<file path="config.mk">
export PLATFORM = sky130hd
export DESIGN_NAME = pipe_hazard_ctrl_flat
export DESIGN_NICKNAME = d
export VERILOG_FILES = /design/src/rtl/pipe_hazard_ctrl_if.sv /design/src/rtl/pipe_hazard_ctrl.sv /design/src/flat_wrapper.sv
export SDC_FILE = /design/constraint.sdc
export NUM_CORES = 1
export LEC_CHECK = 0
export CORE_MARGIN = 1.5
export CORE_UTILIZATION = 30
export CTS_BUF_LIST = sky130_fd_sc_hd__clkbuf_8
export CTS_CLUSTER_SIZE = 12
export DETAILED_ROUTE_END_ITERATION = 10
export RECOVER_POWER = 25
export SLEW_MARGIN = 40
export SYNTH_ARGS = -nofsm -noshare
export SYNTH_HDL_FRONTEND = slang
export SYNTH_SLANG_ARGS = --single-unit
</file>
<file path="constraint.sdc">
create_clock -name clk -period 4.3 [get_ports clk]
set_input_delay 0.86 -clock clk [delete_from_list [all_inputs] [get_ports clk]]
set_output_delay 0.86 -clock clk [all_outputs]
set_load 0.01 [all_outputs]
</file>
<file path="src/rtl/pipe_hazard_ctrl_if.sv">
// rtl/pipe_hazard_ctrl_if.sv - decode-side hazard controller interface
interface pipe_hazard_ctrl_if #(
  parameter int CNT_W  = 32,
  parameter int REG_AW = 5
);
  logic              id_valid;
  logic              id_rs1_ena;
  logic [REG_AW-1:0] id_rs1_addr;
  logic              id_rs2_ena;
  logic [REG_AW-1:0] id_rs2_addr;
  logic              id_rd_ena;
  logic [REG_AW-1:0] id_rd_addr;
  logic              id_mem_rd;
  logic              ex_redirect;
  logic              mem_busy;
  logic              pc_stall;
  logic              id_stall;
  logic              ex_bubble;
  logic              id_flush;
  logic              if_kill;
  logic              pipe_hold;
  logic [1:0]        fwd_rs1;
  logic [1:0]        fwd_rs2;
  logic [1:0]        ctrl_state;
  logic [CNT_W-1:0]  stall_cnt;

  modport master (
    output id_valid, id_rs1_ena, id_rs1_addr, id_rs2_ena, id_rs2_addr,
           id_rd_ena, id_rd_addr, id_mem_rd, ex_redirect, mem_busy,
    input  pc_stall, id_stall, ex_bubble, id_flush, if_kill, pipe_hold,
           fwd_rs1, fwd_rs2, ctrl_state, stall_cnt
  );

  modport slave (
    input  id_valid, id_rs1_ena, id_rs1_addr, id_rs2_ena, id_rs2_addr,
           id_rd_ena, id_rd_addr, id_mem_rd, ex_redirect, mem_busy,
    output pc_stall, id_stall, ex_bubble, id_flush, if_kill, pipe_hold,
           fwd_rs1, fwd_rs2, ctrl_state, stall_cnt
  );
endinterface

</file>
<file path="src/rtl/pipe_hazard_ctrl.sv">
// rtl/pipe_hazard_ctrl.sv - 5-stage pipe scoreboard, interlock, redirect and forwarding control
module pipe_hazard_ctrl #(
  parameter int CNT_W  = 32,
  parameter int REG_AW = 5
) (
  input logic              clk,
  input logic              rst,
  pipe_hazard_ctrl_if.slave bus
);
  typedef struct packed {
    logic              v;
    logic [REG_AW-1:0] rd;
    logic              ld;
  } sb_entry_t;

  typedef enum logic [1:0] {
    RUN      = 2'b00,
    LU_STALL = 2'b01,
    MEM_WAIT = 2'b10,
    FLUSH    = 2'b11
  } state_t;

  sb_entry_t        r_ex, r_mem, r_wb;
  state_t           r_state, w_state_nxt;
  logic [CNT_W-1:0] r_stall_cnt;

  logic w_rs1_ex, w_rs1_mem, w_rs1_wb, w_rs2_ex, w_rs2_mem, w_rs2_wb;
  logic w_lu_haz, w_issue, w_in_flush;
  logic w_pc_stall, w_id_stall, w_ex_bubble, w_id_flush, w_if_kill, w_pipe_hold;
  logic [1:0] w_fwd_rs1, w_fwd_rs2;

  function automatic logic hit(sb_entry_t e, logic ena, logic [REG_AW-1:0] addr);
    return ena & e.v & (e.rd != '0) & (e.rd == addr);
  endfunction

  // A load still in EX has no result yet, so its hit suppresses forwarding entirely.
  function automatic logic [1:0] fwd_sel(logic h_ex, logic h_mem, logic h_wb, logic ex_ld);
    if (h_ex)       return ex_ld ? 2'b00 : 2'b01;
    else if (h_mem) return 2'b10;
    else if (h_wb)  return 2'b11;
    else            return 2'b00;
  endfunction

  assign w_rs1_ex  = hit(r_ex,  bus.id_rs1_ena, bus.id_rs1_addr);
  assign w_rs1_mem = hit(r_mem, bus.id_rs1_ena, bus.id_rs1_addr);
  assign w_rs1_wb  = hit(r_wb,  bus.id_rs1_ena, bus.id_rs1_addr);
  assign w_rs2_ex  = hit(r_ex,  bus.id_rs2_ena, bus.id_rs2_addr);
  assign w_rs2_mem = hit(r_mem, bus.id_rs2_ena, bus.id_rs2_addr);
  assign w_rs2_wb  = hit(r_wb,  bus.id_rs2_ena, bus.id_rs2_addr);

  assign w_lu_haz   = r_ex.ld & (w_rs1_ex | w_rs2_ex);
  assign w_in_flush = (r_state == FLUSH);
  assign w_issue    = bus.id_valid & bus.id_rd_ena & ~w_lu_haz & ~bus.ex_redirect & ~w_in_flush;

  always_comb begin
    w_pc_stall  = 1'b0;
    w_id_stall  = 1'b0;
    w_ex_bubble = 1'b0;
    w_id_flush  = 1'b0;
    w_if_kill   = 1'b0;
    w_pipe_hold = 1'b0;
    w_fwd_rs1   = 2'b00;
    w_fwd_rs2   = 2'b00;
    w_state_nxt = RUN;
    if (rst) begin
      w_fwd_rs1 = fwd_sel(w_rs1_ex, w_rs1_mem, w_rs1_wb, r_ex.ld);
      w_fwd_rs2 = fwd_sel(w_rs2_ex, w_rs2_mem, w_rs2_wb, r_ex.ld);
      if (bus.mem_busy) begin
        w_pipe_hold = 1'b1;
        w_pc_stall  = 1'b1;
        w_id_stall  = 1'b1;
        w_state_nxt = MEM_WAIT;
      end else if (bus.ex_redirect) begin
        w_id_flush  = 1'b1;
        w_ex_bubble = 1'b1;
        w_state_nxt = FLUSH;
      end else if (w_in_flush) begin
        w_if_kill   = 1'b1;
        w_ex_bubble = 1'b1;
        w_state_nxt = w_lu_haz ? LU_STALL : RUN;
      end else if (w_lu_haz) begin
        w_pc_stall  = 1'b1;
        w_id_stall  = 1'b1;
        w_ex_bubble = 1'b1;
        w_state_nxt = LU_STALL;
      end
    end
  end

  always_ff @(posedge clk) begin
    if (!rst) begin
      r_ex        <= '0;
      r_mem       <= '0;
      r_wb        <= '0;
      r_state     <= RUN;
      r_stall_cnt <= '0;
    end else begin
      r_state <= w_state_nxt;
      if (w_id_stall && (r_stall_cnt != '1))
        r_stall_cnt <= r_stall_cnt + {{(CNT_W-1){1'b0}}, 1'b1};
      if (!bus.mem_busy) begin
        r_wb  <= r_mem;
        r_mem <= r_ex;
        r_ex  <= w_issue ? {1'b1, bus.id_rd_addr, bus.id_mem_rd} : '0;
      end
    end
  end

  assign bus.pc_stall   = w_pc_stall;
  assign bus.id_stall   = w_id_stall;
  assign bus.ex_bubble  = w_ex_bubble;
  assign bus.id_flush   = w_id_flush;
  assign bus.if_kill    = w_if_kill;
  assign bus.pipe_hold  = w_pipe_hold;
  assign bus.fwd_rs1    = w_fwd_rs1;
  assign bus.fwd_rs2    = w_fwd_rs2;
  assign bus.ctrl_state = r_state;
  assign bus.stall_cnt  = r_stall_cnt;
endmodule

</file>
<file path="src/flat_wrapper.sv">
// flat-port wrapper written by rule: the top's interface ports become plain ports
module pipe_hazard_ctrl_flat 
#(
  parameter int CNT_W  = 32,
  parameter int REG_AW = 5
)
  (clk, rst, bus_id_valid, bus_id_rs1_ena, bus_id_rs1_addr, bus_id_rs2_ena, bus_id_rs2_addr, bus_id_rd_ena, bus_id_rd_addr, bus_id_mem_rd, bus_ex_redirect, bus_mem_busy, bus_pc_stall, bus_id_stall, bus_ex_bubble, bus_id_flush, bus_if_kill, bus_pipe_hold, bus_fwd_rs1, bus_fwd_rs2, bus_ctrl_state, bus_stall_cnt);
  pipe_hazard_ctrl_if #(.CNT_W(CNT_W), .REG_AW(REG_AW)) bus_i ();
  input logic clk;
  input logic rst;
  input wire logic [$bits(bus_i.id_valid)-1:0] bus_id_valid;
  input wire logic [$bits(bus_i.id_rs1_ena)-1:0] bus_id_rs1_ena;
  input wire logic [$bits(bus_i.id_rs1_addr)-1:0] bus_id_rs1_addr;
  input wire logic [$bits(bus_i.id_rs2_ena)-1:0] bus_id_rs2_ena;
  input wire logic [$bits(bus_i.id_rs2_addr)-1:0] bus_id_rs2_addr;
  input wire logic [$bits(bus_i.id_rd_ena)-1:0] bus_id_rd_ena;
  input wire logic [$bits(bus_i.id_rd_addr)-1:0] bus_id_rd_addr;
  input wire logic [$bits(bus_i.id_mem_rd)-1:0] bus_id_mem_rd;
  input wire logic [$bits(bus_i.ex_redirect)-1:0] bus_ex_redirect;
  input wire logic [$bits(bus_i.mem_busy)-1:0] bus_mem_busy;
  output wire logic [$bits(bus_i.pc_stall)-1:0] bus_pc_stall;
  output wire logic [$bits(bus_i.id_stall)-1:0] bus_id_stall;
  output wire logic [$bits(bus_i.ex_bubble)-1:0] bus_ex_bubble;
  output wire logic [$bits(bus_i.id_flush)-1:0] bus_id_flush;
  output wire logic [$bits(bus_i.if_kill)-1:0] bus_if_kill;
  output wire logic [$bits(bus_i.pipe_hold)-1:0] bus_pipe_hold;
  output wire logic [$bits(bus_i.fwd_rs1)-1:0] bus_fwd_rs1;
  output wire logic [$bits(bus_i.fwd_rs2)-1:0] bus_fwd_rs2;
  output wire logic [$bits(bus_i.ctrl_state)-1:0] bus_ctrl_state;
  output wire logic [$bits(bus_i.stall_cnt)-1:0] bus_stall_cnt;
  assign bus_i.id_valid = bus_id_valid;
  assign bus_i.id_rs1_ena = bus_id_rs1_ena;
  assign bus_i.id_rs1_addr = bus_id_rs1_addr;
  assign bus_i.id_rs2_ena = bus_id_rs2_ena;
  assign bus_i.id_rs2_addr = bus_id_rs2_addr;
  assign bus_i.id_rd_ena = bus_id_rd_ena;
  assign bus_i.id_rd_addr = bus_id_rd_addr;
  assign bus_i.id_mem_rd = bus_id_mem_rd;
  assign bus_i.ex_redirect = bus_ex_redirect;
  assign bus_i.mem_busy = bus_mem_busy;
  assign bus_pc_stall = bus_i.pc_stall;
  assign bus_id_stall = bus_i.id_stall;
  assign bus_ex_bubble = bus_i.ex_bubble;
  assign bus_id_flush = bus_i.id_flush;
  assign bus_if_kill = bus_i.if_kill;
  assign bus_pipe_hold = bus_i.pipe_hold;
  assign bus_fwd_rs1 = bus_i.fwd_rs1;
  assign bus_fwd_rs2 = bus_i.fwd_rs2;
  assign bus_ctrl_state = bus_i.ctrl_state;
  assign bus_stall_cnt = bus_i.stall_cnt;
  pipe_hazard_ctrl #(.CNT_W(CNT_W), .REG_AW(REG_AW)) u_core (.clk(clk), .rst(rst), .bus(bus_i));
endmodule
</file>
# After elaboration in Yosys (flattened, before gate mapping)
# Cells that the tools add are included.
# totals
reg_bits,53
word_cells,83
output_inout_bits,44
# op_classes
bitwise,28
muxes,31
eq_ne,8
n_reduce_logical,5
n_addsub,1
# op_table
operator,n
$add 32x1->32 const B,1
$ne 32x32->1 const B,1
$eq 5x5->1,6
$and 1x1->1,23
$mux 1,20
$mux 2,10
$reduce_bool 5->1,3
$mux 7,1
$not 1->1,4
$eq 2x2->1 const B,1
$reduce_or 2->1,1
$logic_and 1x1->1,1
$or 1x1->1,1

# Depth between registers and ports, before layout
# Gate-level depths: netlist (run 1).
# logic_depth
word_depth,11
depth_mapped,9

# Least setup slack after synthesis (run 1)
# No wires, ideal clock.
# synth_path
path_type,input -> output
from,input port bus_mem_busy
to,output port bus_pc_stall
path_buffers,3
path_stages,6
path_slack_ns,1.342
t_required_ns,3.440
t_arrival_ns,2.098
path_cell_list,clkbuf_1 and2_1 clkbuf_1 nor3_2 inv_2 buf_4
# synth_between
elab_chain_len,2
# synth_rtl
element,line_no,text
start: declaration,flat_wrapper.sv:20,input wire logic [$bits(bus_i.mem_busy)-1:0] bus_mem_busy;
$mux 1 (2 in series),n/a,
end: declaration,flat_wrapper.sv:21,output wire logic [$bits(bus_i.pc_stall)-1:0] bus_pc_stall;
# Every way passes these cells.

# Worst setup path in the final report (run 1)
# layout_path
from,input port bus_id_rs2_addr[0]
to,output port bus_ex_bubble
# layout_between
elab_chain_len,9
# layout_rtl
element,line_no,text
start: declaration,flat_wrapper.sv:15,input wire logic [$bits(bus_i.id_rs2_addr)-1:0] bus_id_rs2_addr;
$eq 5x5->1,pipe_hazard_ctrl.sv:33,return ena & e.v & (e.rd != '0) & (e.rd == addr);
$and 1x1->1,pipe_hazard_ctrl.sv:33,
$or 1x1->1,pipe_hazard_ctrl.sv:51,assign w_lu_haz = r_ex.ld & (w_rs1_ex | w_rs2_ex);
$and 1x1->1,pipe_hazard_ctrl.sv:51,
$mux 1,pipe_hazard_ctrl.sv:81,end else if (w_lu_haz) begin
$mux 1,pipe_hazard_ctrl.sv:77,end else if (w_in_flush) begin
$mux 1,pipe_hazard_ctrl.sv:73,end else if (bus.ex_redirect) begin
$mux 1,pipe_hazard_ctrl.sv:68,if (bus.mem_busy) begin
$mux 1,pipe_hazard_ctrl.sv:65,if (rst) begin
end: declaration,flat_wrapper.sv:23,output wire logic [$bits(bus_i.ex_bubble)-1:0] bus_ex_bubble;
# Every way passes these cells.

==> key figures, run 1 <==
Timing
  – Final max-slew violation count: 0
  – Crit share post-route: 95.9%
  – Final critical path time including I/O delays and setup: 4.13 ns
  – Final Hold Violating Endpoints: 0
  – Max-Slew Margin vs Limit: 60.4%
  – Fmax: 0.242 GHz
  – Transition time at the pin with the least slew margin: 0.594 ns
  – Setup repair after global routing missed its margin: no
  – Worst Clk Skew: 0.0151 ns
  – Total Negative Setup Slacks: 0 ns
  – Setup Viol. Count Final: 0

Min path
  – Hold Crit Class: reg2reg
  – Hold Path Cell Cnt: 2
  – Min-Delay Endpoint: u_core.bus.stall_cnt[21]
  – Startpoint of the lowest-slack hold path: u_core.bus.stall_cnt[21]

Detailed routing
  – Routed via count divided by cell count: 5.29
  – Length of the first detailed-routing pass in iterations: 4
  – First-iteration detailed-routing DRC count: 90
  – Vias after detailed routing: 2,718
  – Number of remaining DRC errors: 0
  – Final ANT Viol Nets: 0
  – Detail-routed net length per standard cell: 14.5 um
  – Routed WL: 7.47 mm

Setup path
  – CP bufs+invs: 2
  – CP delay by family, top: buffers and inverters
  – Critical Path, Cell by Cell: clkdlybuf4s50_1, xnor2_1, nand4_1, or3_1, a21boi_0, nor2_1, a21oi_1, clkdlybuf4s50_1
  – Required time worst endpoint: 3.44 ns
  – Critical path depth: 8
  – Cell depth of the worst flop-to-flop path: 6
  – CP Launch Type: input pin
  – Classification of the worst setup path: in2out
  – CP max stage cell: sky130_fd_sc_hd__clkdlybuf4s50_1
  – Critical Path Fanout Max: 4
  – Start of the worst register-to-register path: u_core.bus.stall_cnt[0]
  – CP max stage delay: 0.55 ns
  – Register-to-register setup slack: 1.74 ns
  – CP dominant cell by count: sky130_fd_sc_hd__clkdlybuf4s50_1
  – Endpoint type of the worst setup path: output pin
  – FF-to-FF End: u_core.bus.stall_cnt[24]
  – Arr. time, crit path: 3.27 ns

Clock tree
  – Clk pin slew, worst setup/hold paths: 0.12 ns
  – Cell chosen for the clock root: sky130_fd_sc_hd__clkbuf_8
  – Clk_lat worst skew: 0.32 ns
  – Cts bufs inserted: 5
  – Clock H-tree levels: 2
  – Post-CTS Hold Buffers: 0
  – Post_cts resized: 0
  – Number of buffers added for setup after CTS: 0
  – Number of buffers on the longest clock path: 2
  – Number of clock sinks: 53
  – Clock tree from TritonCTS: done

Global routing
  – Sum of overflow across all layers after global routing: 0
  – Global-route wire length before repair: 12.5 mm
  – Largest net degree at the start of global routing: 29
  – All-Layer GR Usage: 15.5%
  – Via count of the first global-routing pass: 2,610
  – Number of antenna violations at the first check in global routing: 0

Finish
  – Post-Route Utilization: 40.4%
  – Fillcell total: 966
  – Most frequent cells in the layout: sky130_fd_sc_hd__dfxtp_1 (53), sky130_fd_sc_hd__clkdlybuf4s50_1 (52), sky130_fd_sc_hd__xnor2_1 (30)
  – Leading cell type in the layout, fill and taps excluded: sky130_fd_sc_hd__dfxtp_1
  – Synth-to-layout area growth: 31.6%
  – Layout cell share with drive strength beyond 1: 6.20%
  – ANT cells: 0
  – Final nets: 427

Power
  – Net switching power: 241 uW
  – Share of total power in combinational logic: 11.0%
  – Proportion of total power due to net switching: 26.5%
  – Largest voltage drop on the vdd net: 0.121 mV
  – Standby leakage power: 1.22 nW
  – Power per unit of standard cell area: 244 nW/um^2
  – Sequential cell fraction of total power: 55.6%
  – Share of power burned in the clock network: 33.3%
  – Pint: 666 uW

Floorplanning
  – Horizontal die dimension: 100 um
  – Ports placed on the boundary: 68
  – Die height: 100 um
  – Starting density of the core: 30.7%
  – Die Outline Area: 10,000 um^2
  – Total core area: 9200 um^2
  – Row Count: 35

Synthesis
  – Post-synthesis async set-or-reset flop share: 0%
  – Post-synth top area cell: sky130_fd_sc_hd__dfxtp_1
  – Number of warnings issued by yosys: 0
  – Cells taking the most area after synthesis: sky130_fd_sc_hd__dfxtp_1 (38%), sky130_fd_sc_hd__xnor2_1 (9.3%), sky130_fd_sc_hd__or3_1 (5.1%), sky130_fd_sc_hd__a21oi_1 (5.0%), sky130_fd_sc_hd__mux2i_1 (4.2%)
  – Proportion of netlist area held by the largest area contributor: 37.5%
  – Flip-flop and latch count after synthesis: 53
  – Number of enable-type register cells in the synthesized netlist: 0
  – Post-synthesis net count: 359
  – Per-instance average area after synthesis: 8.46 um^2
  – Cell area after synthesis: 2830 um^2
  – Most instantiated flip-flop cell in the synthesis netlist: sky130_fd_sc_hd__dfxtp_1
  – Distinct cell type count of the synthesized netlist: 40
  – Syn Inst Count: 334
  – Sequential area share after synthesis: 37.5%

Placement
  – Placed wire-length estimate: 5.70 mm
  – Routability Congestion: 0.914
  – Number of buffers added on ports: 67

Status
  – Result of the run: finished clean

Run
  – Max-Cap Viols: 0
[sequential cells by signal (all words and copies together), names as in the netlist]
register,count
u_core.r_wb,6
u_core.r_mem,6
u_core.bus.stall_cnt,32
u_core.bus.ctrl_state,2
u_core.r_ex,7
[cell type report]
class	instances	area [um^2]	share of cell area [%]
multi-input combinational	260	1670	44.9
tap	111	139	3.73
inverter	7	26.3	0.706
timing repair buffer	75	731	19.6
clock buffer	5	68.8	1.85
clock inverter	3	25.0	0.673
sequential	53	1060	28.5
[through the flow]
step	hold slack (ns)	power, mW	instances	setup WS (ns)	instance area (um^2)
final	0.508	0.907	514	0.175	3720
after global routing	0.543	0.950	514	0.0250	3720
after CTS	0.509	0.917	514	0.189	3720
after detailed placement	0.490	0.617	506	0.192	3630
after global placement	0.487	0.615	504	0.233	3610
after floorplan	0.457	0.566	334	1.34	2830
[how the worst max path moves through the flow]
| stage | start | to | slack (ns) |
|---|---|---|---|
| finish | bus_id_rs2_addr[0] | bus_ex_bubble | 0.17 |
| global route | bus_id_rs2_addr[2] | bus_ex_bubble | 0.03 |
| CTS | bus_id_rs2_addr[0] | bus_ex_bubble | 0.19 |
| detailed placement | bus_id_rs2_addr[0] | bus_ex_bubble | 0.19 |
| global placement | bus_id_rs1_addr[2] | bus_ex_bubble | 0.23 |
| floorplan | bus_mem_busy | bus_pc_stall | 1.34 |
[metal layers]
layer	vias up	wire, um	GRT usage, %
li1	1376	-	-
met3	6	253	2.44
met1	1277	3530	19.9
met5	-	0	0
met2	59	3640	27.1
met4	0	50	3.68
[cells by family (layout without fill, tap and decap cells)]
logic type,count (synthesis),after routing,share of synthesized area [%]
buffers and inverters,21,90,3.41
XOR/XNOR,30,30,9.30
multiplexers,12,12,4.25
AND/OR/NAND/NOR,137,137,27.3
flip-flops,53,53,37.5
adder cells (fa/ha/maj),1,1,0.443
AO/OA/AOI/OAI,80,80,17.8
[worst reg2reg max path: stages, from the launching register on]
cell                      delay, ns
sky130_fd_sc_hd__dfxtp_1       0.51
sky130_fd_sc_hd__ha_1          0.34
sky130_fd_sc_hd__nand2_1       0.10
sky130_fd_sc_hd__nor4_2        0.49
sky130_fd_sc_hd__nand3_1       0.38
sky130_fd_sc_hd__or4_1         0.55
sky130_fd_sc_hd__a21oi_1       0.14
[power groups by stage]
stage	sequential (mW)	combinational [mW]	clock, mW
after floorplan	0.514	0.0512	0
after CTS	0.504	0.102	0.311
final	0.504	0.100	0.302
after global routing	0.505	0.109	0.335
after global placement	0.516	0.0996	0
after detailed placement	0.516	0.102	0
[cells in the mapped netlist, drive strengths merged, types with 5 or more instances]
| master | number |
|---|---|
| inv | 7 |
| o21ai | 25 |
| or3 | 23 |
| dfxtp | 53 |
| nand2 | 17 |
| a21oi | 28 |
| a22o | 6 |
| or4 | 9 |
| xnor2 | 30 |
| clkbuf | 9 |
| nor2 | 25 |
| buf | 5 |
| nand3 | 19 |
| mux2i | 12 |
| nand4 | 18 |
| o31ai | 10 |
| nor3 | 8 |
(Power assumes the default switching activity.)
==> run 2: changes to the inputs <==
--- a/config.mk
+++ b/config.mk
@@ -6,10 +6,11 @@
 export NUM_CORES = 1
 export LEC_CHECK = 0
 export CORE_MARGIN = 1.5
-export CORE_UTILIZATION = 30
+export CORE_UTILIZATION = 55
 export CTS_BUF_LIST = sky130_fd_sc_hd__clkbuf_8
 export CTS_CLUSTER_SIZE = 12
 export DETAILED_ROUTE_END_ITERATION = 10
+export PLACE_DENSITY = 0.87
 export RECOVER_POWER = 25
 export SLEW_MARGIN = 40
 export SYNTH_ARGS = -nofsm -noshare
==> run 2 against run 1 <==
Compared with the run above:
- global-route usage increased by 11 points
- register-to-register slack got worse by 0.08 ns
- worst hold slack got worse by 0.011 ns
- utilization increased by 35 points
- combinational power about the same
- setup slack improved by 0.090 ns
- non-clock buffer count decreased by 1
- critical path depth unchanged
- sequential power about the same
- routed wire length decreased by 3.8%
- highest routed layer unchanged
==> key figures, run 2 (synthesized netlist as in run 1, its figures left out) <==
Status
  – Result of the run: finished clean

Clock tree
  – Number of buffers on the longest clock path: 2
  – Number of clock sinks: 53
  – Cell chosen for the clock root: sky130_fd_sc_hd__clkbuf_8
  – Clock H-tree levels: 2
  – Cts bufs inserted: 5
  – Clock tree from TritonCTS: done
  – Post_cts resized: 0
  – Number of buffers added for setup after CTS: 0
  – Clk pin slew, worst setup/hold paths: 0.09 ns
  – Post-CTS Hold Buffers: 0
  – Clk_lat worst skew: 0.31 ns

Setup path
  – CP max stage delay: 0.57 ns
  – CP delay by family, top: buffers and inverters
  – CP bufs+invs: 2
  – Required time worst endpoint: 3.44 ns
  – CP max stage cell: sky130_fd_sc_hd__clkdlybuf4s50_1
  – Endpoint type of the worst setup path: output pin
  – Arr. time, crit path: 3.17 ns
  – Critical Path Fanout Max: 3
  – CP Launch Type: input pin
  – Classification of the worst setup path: in2out
  – CP dominant cell by count: sky130_fd_sc_hd__clkdlybuf4s50_1
  – Critical Path, Cell by Cell: clkdlybuf4s50_1, xnor2_1, nand4_1, or3_1, a21boi_1, nor2_1, a21oi_1, clkdlybuf4s50_1

Global routing
  – Number of antenna violations at the first check in global routing: 0
  – Largest net degree at the start of global routing: 38
  – All-Layer GR Usage: 26.6%
  – Global-route wire length before repair: 11.6 mm
  – Via count of the first global-routing pass: 2,611
  – Sum of overflow across all layers after global routing: 0

Run
  – Max-Cap Viols: 0

Timing
  – Final critical path time including I/O delays and setup: 4.03 ns
  – Worst Clk Skew: 0.00833 ns
  – Total Negative Setup Slacks: 0 ns
  – Max-Slew Margin vs Limit: 37.9%
  – Final Hold Violating Endpoints: 0
  – Final max-slew violation count: 0
  – Transition time at the pin with the least slew margin: 0.932 ns
  – Crit share post-route: 93.8%
  – Setup repair after global routing missed its margin: no
  – Setup Viol. Count Final: 0
  – Fmax: 0.248 GHz

Finish
  – Number of flip-flops in the largest register: 32
  – Leading cell type in the layout, fill and taps excluded: sky130_fd_sc_hd__clkdlybuf4s50_1
  – Most frequent cells in the layout: sky130_fd_sc_hd__clkdlybuf4s50_1 (55), sky130_fd_sc_hd__dfxtp_1 (53), sky130_fd_sc_hd__xnor2_1 (30)
  – Final nets: 426
  – Synth-to-layout area growth: 30.2%
  – ANT cells: 0
  – Non-filler instance count after layout: 469
  – Layout cell share with drive strength beyond 1: 5.72%
  – Fillcell total: 365

Power
  – Largest voltage drop on the vdd net: 0.200 mV
  – Power per unit of standard cell area: 258 nW/um^2
  – Standby leakage power: 1.22 nW

Floorplanning
  – Starting density of the core: 58.3%
  – Ports placed on the boundary: 68
  – Horizontal die dimension: 74.7 um
  – Die height: 74.7 um
  – Die Outline Area: 5580 um^2
  – Total core area: 4850 um^2
  – Row Count: 25

Detailed routing
  – Final ANT Viol Nets: 0
  – Number of remaining DRC errors: 0
  – Routed WL: 7.18 mm
  – Detail-routed net length per standard cell: 15.3 um
  – Routed via count divided by cell count: 6.01
  – First-iteration detailed-routing DRC count: 168
  – Length of the first detailed-routing pass in iterations: 4
  – Vias after detailed routing: 2,820

Placement
  – Routability Congestion: 0.955
  – Post-Place Cells: 461
  – Number of buffers added on ports: 67
  – Placed wire-length estimate: 5.21 mm

Min path
  – Hold Crit Class: reg2reg
==> run 2: final cells by class <==
cell class | instances | area (um^2) | area share, %
Multi-Input combinational cell | 260 | 1670 | 45.4
Timing Repair Buffer | 74 | 723 | 19.7
Inverter | 7 | 26.3 | 0.714
Tap cell | 67 | 83.8 | 2.28
Sequential cell | 53 | 1060 | 28.8
Clock inverter | 2 | 33.8 | 0.918
Clock buffer | 6 | 82.6 | 2.24
==> run 2: path summary, 6_finish.rpt <==
path              cells after the start  slack, ns                  endpoint                     from
hold / removal                        1       0.50   u_core.bus.stall_cnt[5]  u_core.bus.stall_cnt[5]
hold reg to reg                       1       0.50   u_core.bus.stall_cnt[5]  u_core.bus.stall_cnt[5]
setup reg to reg                      6       1.66  u_core.bus.stall_cnt[30]  u_core.bus.stall_cnt[0]
setup / recovery                      8       0.27             bus_ex_bubble       bus_id_rs1_addr[2]
==> run 2: per-layer routing <==
| metal | vias up | global-route usage (%) | routed length (um) |
|---|---|---|---|
| li1 | 1376 | - | - |
| met1 | 1348 | 34.1 | 3100 |
| met2 | 84 | 46.6 | 3630 |
| met3 | 12 | 4.28 | 362 |
| met4 | 0 | 7.27 | 85 |
| met5 | - | 0 | 0 |
==> run 2: through the flow <==
step / total power, mW / setup slack [ns] / instance area, um^2 / util [%] / hold WS (ns)
4_1_cts: 0.955 / 0.180 / 3680 / 76.0 / 0.504
3_5_place_dp: 0.616 / 0.216 / 3570 / 73.6 / 0.492
5_1_grt: 0.981 / 0.109 / 3680 / 75.9 / 0.537
3_3_place_gp: 0.612 / 0.266 / 3550 / 73.2 / 0.480
2_1_floorplan: 0.566 / 1.34 / 2830 / - / 0.457
6_report: 0.950 / 0.265 / 3680 / 75.9 / 0.497
==> run 2: report_power, final <==
group | internal (mW) | leakage (nW) | total [mW] | switching, mW
combinational | 0.0515 | 0.728 | 0.101 | 0.0498
clock | 0.188 | 0.0626 | 0.346 | 0.158
sequential | 0.495 | 0.428 | 0.503 | 0.00785
